`config.mk`:
```
export PLATFORM = sky130hd
export DESIGN_NAME = risc_controller
export DESIGN_NICKNAME = d
export VERILOG_FILES = /design/src/rtl/risc_controller.sv
export SDC_FILE = /design/constraint.sdc
export NUM_CORES = 1
export LEC_CHECK = 0
export CAP_MARGIN = 20
export CORE_MARGIN = 2
export CORE_UTILIZATION = 24
export DETAILED_ROUTE_END_ITERATION = 6
export PLACE_DENSITY_LB_ADDON = 0.12
export SYNTH_ARGS = -nofsm -noshare
export SYNTH_HDL_FRONTEND = slang
export SYNTH_SLANG_ARGS = --single-unit
```
`constraint.sdc`:
```
create_clock -name clk -period 1.45 [get_ports clk]
set_input_delay 0.29 -clock clk [delete_from_list [all_inputs] [get_ports clk]]
set_output_delay 0.29 -clock clk [all_outputs]
set_load 0.05 [all_outputs]
```
`src/rtl/risc_controller.sv`:
```
// Eight-phase instruction sequencer for the simple RISC core.
// Drives the fetch/execute strobes for PC, IR, accumulator and memory from (phase, opcode, zero).
module risc_controller (
   input  logic       clk,
   input  logic       rst,
   input  logic       ena,
   input  logic [2:0] opcode,
   input  logic       zero,
   output logic [2:0] phase,
   output logic       sel,
   output logic       rd,
   output logic       ld_ir,
   output logic       inc_pc,
   output logic       ld_pc,
   output logic       halt,
   output logic       data_e,
   output logic       ld_ac,
   output logic       wr
);

   localparam logic [2:0] OP_HLT = 3'd0;
   localparam logic [2:0] OP_SKZ = 3'd1;
   localparam logic [2:0] OP_ADD = 3'd2;
   localparam logic [2:0] OP_AND = 3'd3;
   localparam logic [2:0] OP_XOR = 3'd4;
   localparam logic [2:0] OP_LDA = 3'd5;
   localparam logic [2:0] OP_STO = 3'd6;
   localparam logic [2:0] OP_JMP = 3'd7;

   localparam logic [2:0] PH_INST_ADDR  = 3'd0;
   localparam logic [2:0] PH_INST_FETCH = 3'd1;
   localparam logic [2:0] PH_INST_LOAD  = 3'd2;
   localparam logic [2:0] PH_IDLE       = 3'd3;
   localparam logic [2:0] PH_OP_ADDR    = 3'd4;
   localparam logic [2:0] PH_OP_FETCH   = 3'd5;
   localparam logic [2:0] PH_ALU_OP     = 3'd6;
   localparam logic [2:0] PH_STORE      = 3'd7;

   logic [2:0] phase_r;
   logic [2:0] phase_nxt_s;
   logic       halted_r;
   logic       halted_nxt_s;
   logic       aluop_s;

   // Phase counter and sticky halted flag
   always_ff @(posedge clk) begin
      if (!rst) begin
         phase_r  <= 3'd0;
         halted_r <= 1'b0;
      end else begin
         phase_r  <= phase_nxt_s;
         halted_r <= halted_nxt_s;
      end
   end

   // Next phase: advance when enabled; HLT parks the sequencer in OP_ADDR
   always_comb begin
      phase_nxt_s  = phase_r;
      halted_nxt_s = halted_r;
      if (ena && !halted_r) begin
         if ((phase_r == PH_OP_ADDR) && (opcode == OP_HLT)) begin
            halted_nxt_s = 1'b1;
         end else begin
            phase_nxt_s = phase_r + 3'd1;
         end
      end else begin
         phase_nxt_s = phase_r;
      end
   end

   // Opcodes that read an operand and write the accumulator
   always_comb begin
      case (opcode)
         OP_ADD, OP_AND, OP_XOR, OP_LDA: aluop_s = 1'b1;
         default:                        aluop_s = 1'b0;
      endcase
   end

   // Moore output decode; strobes are gated by ena so a held cycle never double-fires
   always_comb begin
      phase  = 3'd0;
      sel    = 1'b0;
      rd     = 1'b0;
      ld_ir  = 1'b0;
      inc_pc = 1'b0;
      ld_pc  = 1'b0;
      halt   = 1'b0;
      data_e = 1'b0;
      ld_ac  = 1'b0;
      wr     = 1'b0;
      if (!rst) begin
         phase = 3'd0;
      end else if (halted_r) begin
         phase = phase_r;
         halt  = 1'b1;
      end else begin
         phase = phase_r;
         case (phase_r)
            PH_INST_ADDR: begin
               sel = 1'b1;
            end
            PH_INST_FETCH: begin
               sel = 1'b1;
               rd  = 1'b1;
            end
            PH_INST_LOAD, PH_IDLE: begin
               sel   = 1'b1;
               rd    = 1'b1;
               ld_ir = 1'b1;
            end
            PH_OP_ADDR: begin
               inc_pc = 1'b1;
               halt   = (opcode == OP_HLT);
            end
            PH_OP_FETCH: begin
               rd = aluop_s;
            end
            PH_ALU_OP: begin
               rd     = aluop_s;
               inc_pc = (opcode == OP_SKZ) && zero;
               ld_pc  = (opcode == OP_JMP);
               data_e = (opcode == OP_STO);
            end
            PH_STORE: begin
               rd     = aluop_s;
               ld_ac  = aluop_s;
               ld_pc  = (opcode == OP_JMP);
               wr     = (opcode == OP_STO);
               data_e = (opcode == OP_STO);
            end
            default: begin
               sel = 1'b0;
            end
         endcase
         if (!ena) begin
            ld_ir  = 1'b0;
            inc_pc = 1'b0;
            ld_pc  = 1'b0;
            ld_ac  = 1'b0;
            wr     = 1'b0;
         end else begin
            wr = wr;
         end
      end
   end

endmodule

```
-- Word level (Yosys, flattened, before mapping)
Cells that the tools add are included.
- bits in registers: 4
- output and inout port bits: 12
- $add $sub $neg: 1
- equal/unequal tests: 14
- muxes and demuxes: 34
- bitwise operators: 1
- reductions and logical operators: 14
- operators with widths (kind ; number):
    $mux 1 ; 31
    $eq 3x3->1 const B ; 8
    $eq 3x2->1 const B ; 4
    $reduce_or 4->1 ; 2
    $eq 3x1->1 const B ; 2
    $logic_not 3->1 ; 2
    $reduce_or 3->1 ; 2
    $pmux 1 s2 ; 2
    $reduce_and 2->1 ; 2
    $reduce_or 2->1 ; 2
    $add 3x1->3 const B ; 1
    $logic_and 1x1->1 ; 3
    $mux 3 ; 1
    $logic_not 1->1 ; 1
    $not 1->1 ; 1

-- Longest topological paths before layout
Gate-level depths: netlist of run 1.
- word-level depth: 7
- depth in mapped cells: 5
- mapped depth without buffers: 5

-- Least setup slack after synthesis of run 1
No wires, ideal clock.
- kind: register to output
- start: register phase_r[2]
- end: output port inc_pc
- arrival time: 2.895 ns
- required time: 1.160 ns
- slack: -1.735 ns
- cell stages (with the launch flop): 4
- path through: dfxtp_1 > inv_1 > nor2_1 > nor4b_1
- cells in the longest elaborated chain, start to end: 5
- elaborated cells between the ends (all ways): 6
- those cells by class: eq/ne (2); mux (4)
- ends and longest elaborated chain (item ; RTL line ; RTL):
    from (decl) ; 39 ; logic [2:0] phase_r;
    from (signal assigned) ; 51 ; phase_r <= phase_nxt_s;
    $eq 3x3->1 ; 98 ; case (phase_r)
    $pmux 1 s2 (*) ; 98 ;
    $mux 1 (*) ; 135 ; if (!ena) begin
    $mux 1 (*) ; 93 ; end else if (halted_r) begin
    $mux 1 (*) ; 91 ; if (!rst) begin
    to (decl) ; 13 ; output logic inc_pc,
Every way passes the cells marked *; elsewhere a longest branch is shown, timed or not.

-- Worst setup path after layout of run 1
- start: register phase_r[0]
- end: output port inc_pc
The elaborated chain is that of the path after synthesis.

==> summary.txt, run 1 <==
Cell Area, Placed -> 1100 um^2
Wirelength per Cell -> 13.6 um
Initial antenna violation count -> 0
Cts bufs inserted -> 3
DRT antenna net count -> 0
CTS Root Cell -> clkbuf_4
Residual DRC -> 0
Tcrit/Tclk final -> 126%
Final instance area -> 1280 um^2
Crit Path Max Fanout -> 5
Tmin final -> 1.83 ns
Setup repair after global routing missed its margin -> yes
Number of max-slew violations in the final report -> 0
Number of global-route vias before repair -> 648
Clock skew -> 0.00389 ns
Hold-fix buffers, CTS -> 0
DP HPWL -> 1300 um
Netlist cell types -> 23
LEAKAGE -> 0.521 nW
Skew-Pair Late Insertion Delay -> 0.23 ns
Drt first pass iters -> 2
Mapped Nets -> 70
Synth Cell Area -> 437 um^2
Req. time, crit path -> 1.16 ns
# fillers -> 126
Reg2Reg Setup Slack -> -0.22 ns
Area grow syn2layout -> 193%
Power per cell area -> 502 nW/um^2
Vias per cell -> 4.58
Initial Utilization -> 25.3%
Switch Pwr -> 0.000244 W
Critical path capture point type -> output pin
Cell taking the most area after synthesis -> dfxtp_1
Core area -> 1730 um^2
Final worst slack -> -0.377 ns
Crit Path Category -> register to output pin
Flops & latches, synth -> 4
RD Place Congestion -> 0.759
Total global-route track usage -> 18.9%
Layout Nets -> 123
Clk pwr share -> 23.4%
Vias -> 614
Worst IR Drop VDD -> 0.406 mV
Total global routing overflow -> 0
Sw frac -> 38.0%
CTS clk-pin slew, worst paths -> 0.04 ns
Gate Count Post-Synth -> 57
Share of layout cells above drive strength 1 -> 77.1%
Area contributors post-synth -> dfxtp_1 18%, ha_1 17%, nor2_1 6.9%
Max Cap Viol -> 0
DIE WIDTH -> 46.7 um
H-Tree Depth -> 1
Buffers added on ports -> 18
Final Hold Viols -> 0
Seq pwr share -> 21.2%
Die area -> 2180 um^2
Failing checks -> setup timing
Syn Area/Cell -> 7.66 um^2
CTS tree -> yes
Global-route wire length before repair -> 2870 um
Comb pwr share -> 55.4%
TritonCTS sink count -> 4
Routed WL -> 1820 um
Top-Level Pins -> 19
Die height -> 46.7 um
Total power draw -> 0.000642 W
Synth top area share -> 18.3%
Pin slew with the least headroom to its limit -> 0.282 ns
Max-Slew Margin vs Limit -> 81.2%
Synth warn -> 0
Internal -> 0.000398 W
DR iter-0 viols -> 5
Clk buf depth -> 2
HP Class -> register to register
Status -> complete, but fails checks
Largest net degree at the start of global routing -> 6
Sequential share of the synthesized area -> 18.3%
Arrival time worst endpoint -> 1.54 ns
Antenna Cells -> 0
Count of standard-cell rows -> 15
Final setup fails -> 11
Startpoint types -> register
FMAX -> 0.547 GHz
[synthesized netlist by cell type]
cell / n
nand2b_1: 1
xnor2_1: 1
o31a_1: 1
and3_1: 1
inv_1: 6
nor4_1: 1
nor4b_1: 2
nor2_1: 8
and2b_1: 1
nand3_1: 2
a21oi_1: 5
nor2_4: 1
dfxtp_1: 4
o21ai_0: 2
a311o_1: 1
nor3_1: 2
a2111oi_4: 1
mux2i_1: 1
ha_1: 6
a31oi_1: 2
nand2_1: 6
and3b_4: 1
nor2b_1: 1
[power by group through the flow]
stage / clock network, W / logic (W) / registers [W]
finish: 0.000150 / 0.000355 / 0.000136
detailed placement: 0 / 0.000298 / 0.000136
global route: 0.000172 / 0.000375 / 0.000138
floorplan: 0 / 0.000147 / 0.000140
global placement: 0 / 0.000294 / 0.000136
CTS: 0.000159 / 0.000337 / 0.000136
[path summary, 6_finish.rpt]
| kind | startpoint | endpoint | cells past startpoint |
|---|---|---|---|
| setup reg to reg | phase_r[0]$_SDFFE_PN0P_ | phase_r[0]$_SDFFE_PN0P_ | 8 |
| hold reg to reg | phase_r[1]$_SDFFE_PN0P_ | phase_r[1]$_SDFFE_PN0P_ | 2 |
| setup / recovery | phase_r[0]$_SDFFE_PN0P_ | inc_pc | 6 |
| hold / removal | phase_r[1]$_SDFFE_PN0P_ | phase_r[1]$_SDFFE_PN0P_ | 2 |
[logic make-up after synthesis]
kind of cell,Yosys count,share of synthesized area [%]
buf+inv,6,5.16
flops,4,18.3
fa+ha+maj,6,17.2
mux,1,2.29
xor+xnor,1,2.01
compound gates,12,21.5
simple gates,27,33.5
[per-stage QoR]
stage / setup slack, ns / hold WS (ns) / std cells / util [%] / TNS (ns)
final: -0.377 / 0.577 / 134 / 74.1 / -2.51
after global routing: -0.445 / 0.599 / 134 / 74.1 / -3.16
after CTS: -0.390 / 0.568 / 131 / 72.1 / -2.46
after detailed placement: -0.464 / 0.552 / 123 / 63.7 / -4.34
after global placement: -0.441 / 0.533 / 123 / 63.7 / -4.20
after floorplan: -0.296 / 0.421 / 57 / - / -1.16
[area by class of cell]
| type | count | area, um^2 | area share [%] |
|---|---|---|---|
| Clock buffer | 4 | 26.3 | 2.05 |
| Multi-Input combinational cell | 47 | 573 | 44.8 |
| Tap cell | 25 | 31.3 | 2.44 |
| Timing Repair Buffer | 48 | 527 | 41.2 |
| Sequential cell | 4 | 91.3 | 7.14 |
| Inverter | 6 | 31.3 | 2.44 |
[flip-flops by register name, summed over array words and instances, names as in the netlist]
signal	count
phase_r	3
halted_r	1
[critical path, stage by stage, from the launching register on]
cell and delay, ns:
dfxtp_4 0.36, inv_4 0.06, ha_4 0.15, and3_4 0.19, a31oi_4 0.09, nor4b_4 0.27
buf_12 0.18
[cells in the final DEF, fill, tap and decap left out, types with 2 or more instances in the layout]
| cell | n |
|---|---|
| dlygate4sd2_1 | 4 |
| nand2_2 | 2 |
| inv_4 | 2 |
| clkbuf_4 | 3 |
| ha_4 | 4 |
| buf_6 | 3 |
| ha_1 | 2 |
| buf_4 | 27 |
| a21oi_2 | 2 |
| nor2_1 | 3 |
| nand2_1 | 2 |
| nor4b_4 | 2 |
| buf_12 | 12 |
| dfxtp_4 | 3 |
| nand2_4 | 2 |
| inv_2 | 2 |
| nor2_4 | 5 |
| a21oi_4 | 2 |
[timing repair]
item / in CTS / in global routing
setup buffers: 5 / 3
resized for setup: 30 / 7
setup endpoints to repair: 14 / 14
pin swaps: 10 / 6
[routing by layer]
metal	routed length (um)	vias up	part of all wire (%)	track usage [%]
met3	45	0	2.5	2.35
met4	0	0	0	11.7
met2	1050	13	58	34.7
met5	0	-	0	0
met1	725	295	40	20.0
li1	-	306	-	-
Power figures use the tool's default switching activity.
==> inputs of run 2 (changes only) <==
==> constraint.sdc (replaced) <==
create_clock -name clk -period 1.45 [get_ports clk]
set_input_delay 0.2175 -clock clk [delete_from_list [all_inputs] [get_ports clk]]
set_output_delay 0.2175 -clock clk [all_outputs]
set_load 0.05 [all_outputs]
==> run 2 against run 1 <==
- the run still ends with setup timing left
- utilization down 1.2 points
- power is 2.7% lower
- flip-flop and latch count is the same
- critical path type unchanged
- critical endpoint unchanged
==> summary.txt, run 2 (synthesis results as in run 1) <==
Req. time, crit path -> 1.23 ns (+0.07 ns)
Vias per cell -> 4.51 (-1.6%)
Crit Path Max Fanout -> 5 (unchanged)
DR iter-0 viols -> 8 (+3)
Initial Utilization -> 25.3% (unchanged)
Final instance area -> 1260 um^2 (-1.6%)
Worst path cell trace -> inv_4 -> ha_4 -> and3_4 -> a31oi_4 -> nor4b_4 -> buf_12
CTS Root Cell -> clkbuf_4
Core area -> 1730 um^2 (unchanged)
Max reg flops -> 3 (unchanged)
Final Hold Viols -> 0 (unchanged)
Buffers added on ports -> 18 (unchanged)
Most frequent cells in the layout -> 25 x buf_4, 11 x buf_12, 4 x nand2_1, 4 x ha_4
Tcrit/Tclk final -> 121% (-4.9 points)
Pre-CTS WS -> -0.364 ns (+0.0993 ns)
Clock skew -> 0.00232 ns (-0.00157 ns)
Slowest cell on crit path -> dfxtp_4
Final setup fails -> 11 (unchanged)
Setup repair after global routing missed its margin -> yes
Startpoint types -> register
Die height -> 46.7 um (unchanged)
Routed WL -> 1620 um (-11%)
CTS tree -> yes
Count of standard-cell rows -> 15 (unchanged)
Max-Slew Margin vs Limit -> 77.3% (-3.8 points)
Die area -> 2180 um^2 (unchanged)
Cell Area, Placed -> 1060 um^2 (-3.9%)
Status -> complete, but fails checks
Pin slew with the least headroom to its limit -> 0.336 ns (+0.0539 ns)
Largest Register -> phase_r
Slowest cell delay on critical path -> 0.36 ns (about the same)
Critical path origin -> phase_r[0]$_SDFFE_PN0P_
Max Cap Viol -> 0 (unchanged)
Final worst slack -> -0.305 ns (+0.0713 ns)
Buffers plus inverters on the worst setup path -> 2 (unchanged)
Arrival time worst endpoint -> 1.54 ns (about the same)
DP HPWL -> 1200 um (-7.3%)
Largest net degree at the start of global routing -> 9 (+3)
Residual DRC -> 0 (unchanged)
Crit path max-delay family -> simple AND/OR/NAND/NOR gates
Area grow syn2layout -> 189%
CTS clk-pin slew, worst paths -> 0.04 ns (about the same)
Hold WS -> 0.469 ns (-0.108 ns)
Share of layout cells above drive strength 1 -> 74.8% (-2.3 points)
Wirelength per Cell -> 12.3 um (-9.3%)
Reg2Reg Setup Slack -> -0.24 ns (-0.02 ns)
Total power draw -> 0.000625 W (-2.7%)
Antenna Cells -> 0 (unchanged)
Number of global-route vias before repair -> 629 (-2.9%)
TritonCTS sink count -> 4 (unchanged)
Total global-route track usage -> 16.9% (-2.0 points)
HP Class -> input pin to register
Hold-fix buffers, CTS -> 0 (unchanged)
Cts bufs inserted -> 3 (unchanged)
Crit path depth -> 6 (unchanged)
R2R Path Start -> phase_r[0]$_SDFFE_PN0P_
Vias -> 595 (-3.1%)
Number of max-slew violations in the final report -> 0 (unchanged)
Final core utilization -> 73.0% (-1.2 points)
Crit Reg-Reg Endpoint -> phase_r[0]$_SDFFE_PN0P_
Power per cell area -> 496 nW/um^2 (-1.1%)
DIE WIDTH -> 46.7 um (unchanged)
Top-Level Pins -> 19 (unchanged)
H-Tree Depth -> 1 (unchanged)
Global-route wire length before repair -> 2570 um (-10%)
FMAX -> 0.570 GHz (+4.1%)
Biggest regs -> phase_r: 3 flops, halted_r: 1 flops
Initial antenna violation count -> 0 (unchanged)
Layout Nets -> 121 (-1.6%)
Critical path capture point type -> output pin
Worst IR Drop VDD -> 0.433 mV (+6.6%)
Failing checks -> setup timing
Critical Path Sink -> inc_pc
Crit Path Category -> register to output pin
Commonest non-fill, non-tap cell in the layout -> buf_4
DRT antenna net count -> 0 (unchanged)
Total global routing overflow -> 0 (unchanged)
Drt first pass iters -> 4 (+2)
Skew-Pair Late Insertion Delay -> 0.23 ns (about the same)
Clk buf depth -> 2 (unchanged)
RD Place Congestion -> 0.858 (+13%)
Worst R2R Path Depth -> 8 (unchanged)
# fillers -> 141 (+12%)
Tmin final -> 1.76 ns (-0.0713 ns)
LEAKAGE -> 0.513 nW (-1.7%)
[run 2: changes by cell type in the layout (fill, tap and decap cells not counted), sizes merged]
cell,delta
clkbuf,-1
clkinvlp,-1
clkdlybuf4s50,+1
buf,-2
dlymetal6s2s,+1
dlygate4sd2,-1
inv,+1
[run 2: area by class of cell]
class	instances	area, um^2	share of cell area (%)
multi-input cells	47	568	45.1
well taps	25	31.3	2.48
inverters	6	27.5	2.18
clock buffers	4	26.3	2.09
flip-flops and latches	4	91.3	7.25
repair buffers	46	515	40.9
[run 2: layer usage]
layer  routed length (um)  GRT usage [%]  up-vias
met5                    0              0        -
met4                   23           8.89        0
met3                   42           2.75        2
met2                  932           30.0       15
met1                  624           18.9      278
li1                     -              -      300
[run 2: metrics by stage]
step	instances	setup TNS, ns
final	132	-2.16
after global routing	132	-2.84
after CTS	129	-1.93
after detailed placement	120	-2.91
after global placement	120	-2.59
after floorplan	57	-0.751
[run 2: what timing repair did]
item,in CTS,in global routing
cloned,0,0
buffers inserted,5,3
pin swaps,13,5
endpoints found under the setup margin,13,15
resized for setup,23,9
[run 2: worst min path at each step]
| stage | slack, ns | to | from | cells after the start |
|---|---|---|---|---|
| floorplan | 0.35 | phase_r[2]$_SDFFE_PN0P_ | rst | 2 |
| global route | 0.52 | phase_r[1]$_SDFFE_PN0P_ | rst | 3 |
| CTS | 0.44 | phase_r[2]$_SDFFE_PN0P_ | rst | 3 |
| detailed placement | 0.56 | phase_r[1]$_SDFFE_PN0P_ | phase_r[1]$_SDFFE_PN0P_ | 2 |
| finish | 0.47 | phase_r[1]$_SDFFE_PN0P_ | rst | 3 |
| global placement | 0.54 | phase_r[1]$_SDFFE_PN0P_ | phase_r[1]$_SDFFE_PN0P_ | 2 |
[run 2: tightest hold or removal path, delay by kind of cell]
family                 cells  cell delay (ns)
AND/OR/NAND/NOR            1             0.09
multiplexers               1             0.06
buffers and inverters      1             0.29
[run 2: power by group]
part / internal (W) / leakage [nW] / switching (W) / total [W]
sequential: 0.000119 / 0.0348 / 0.0000191 / 0.000138
clock: 0.000103 / 0.0150 / 0.0000470 / 0.000150
combinational: 0.000169 / 0.463 / 0.000168 / 0.000337
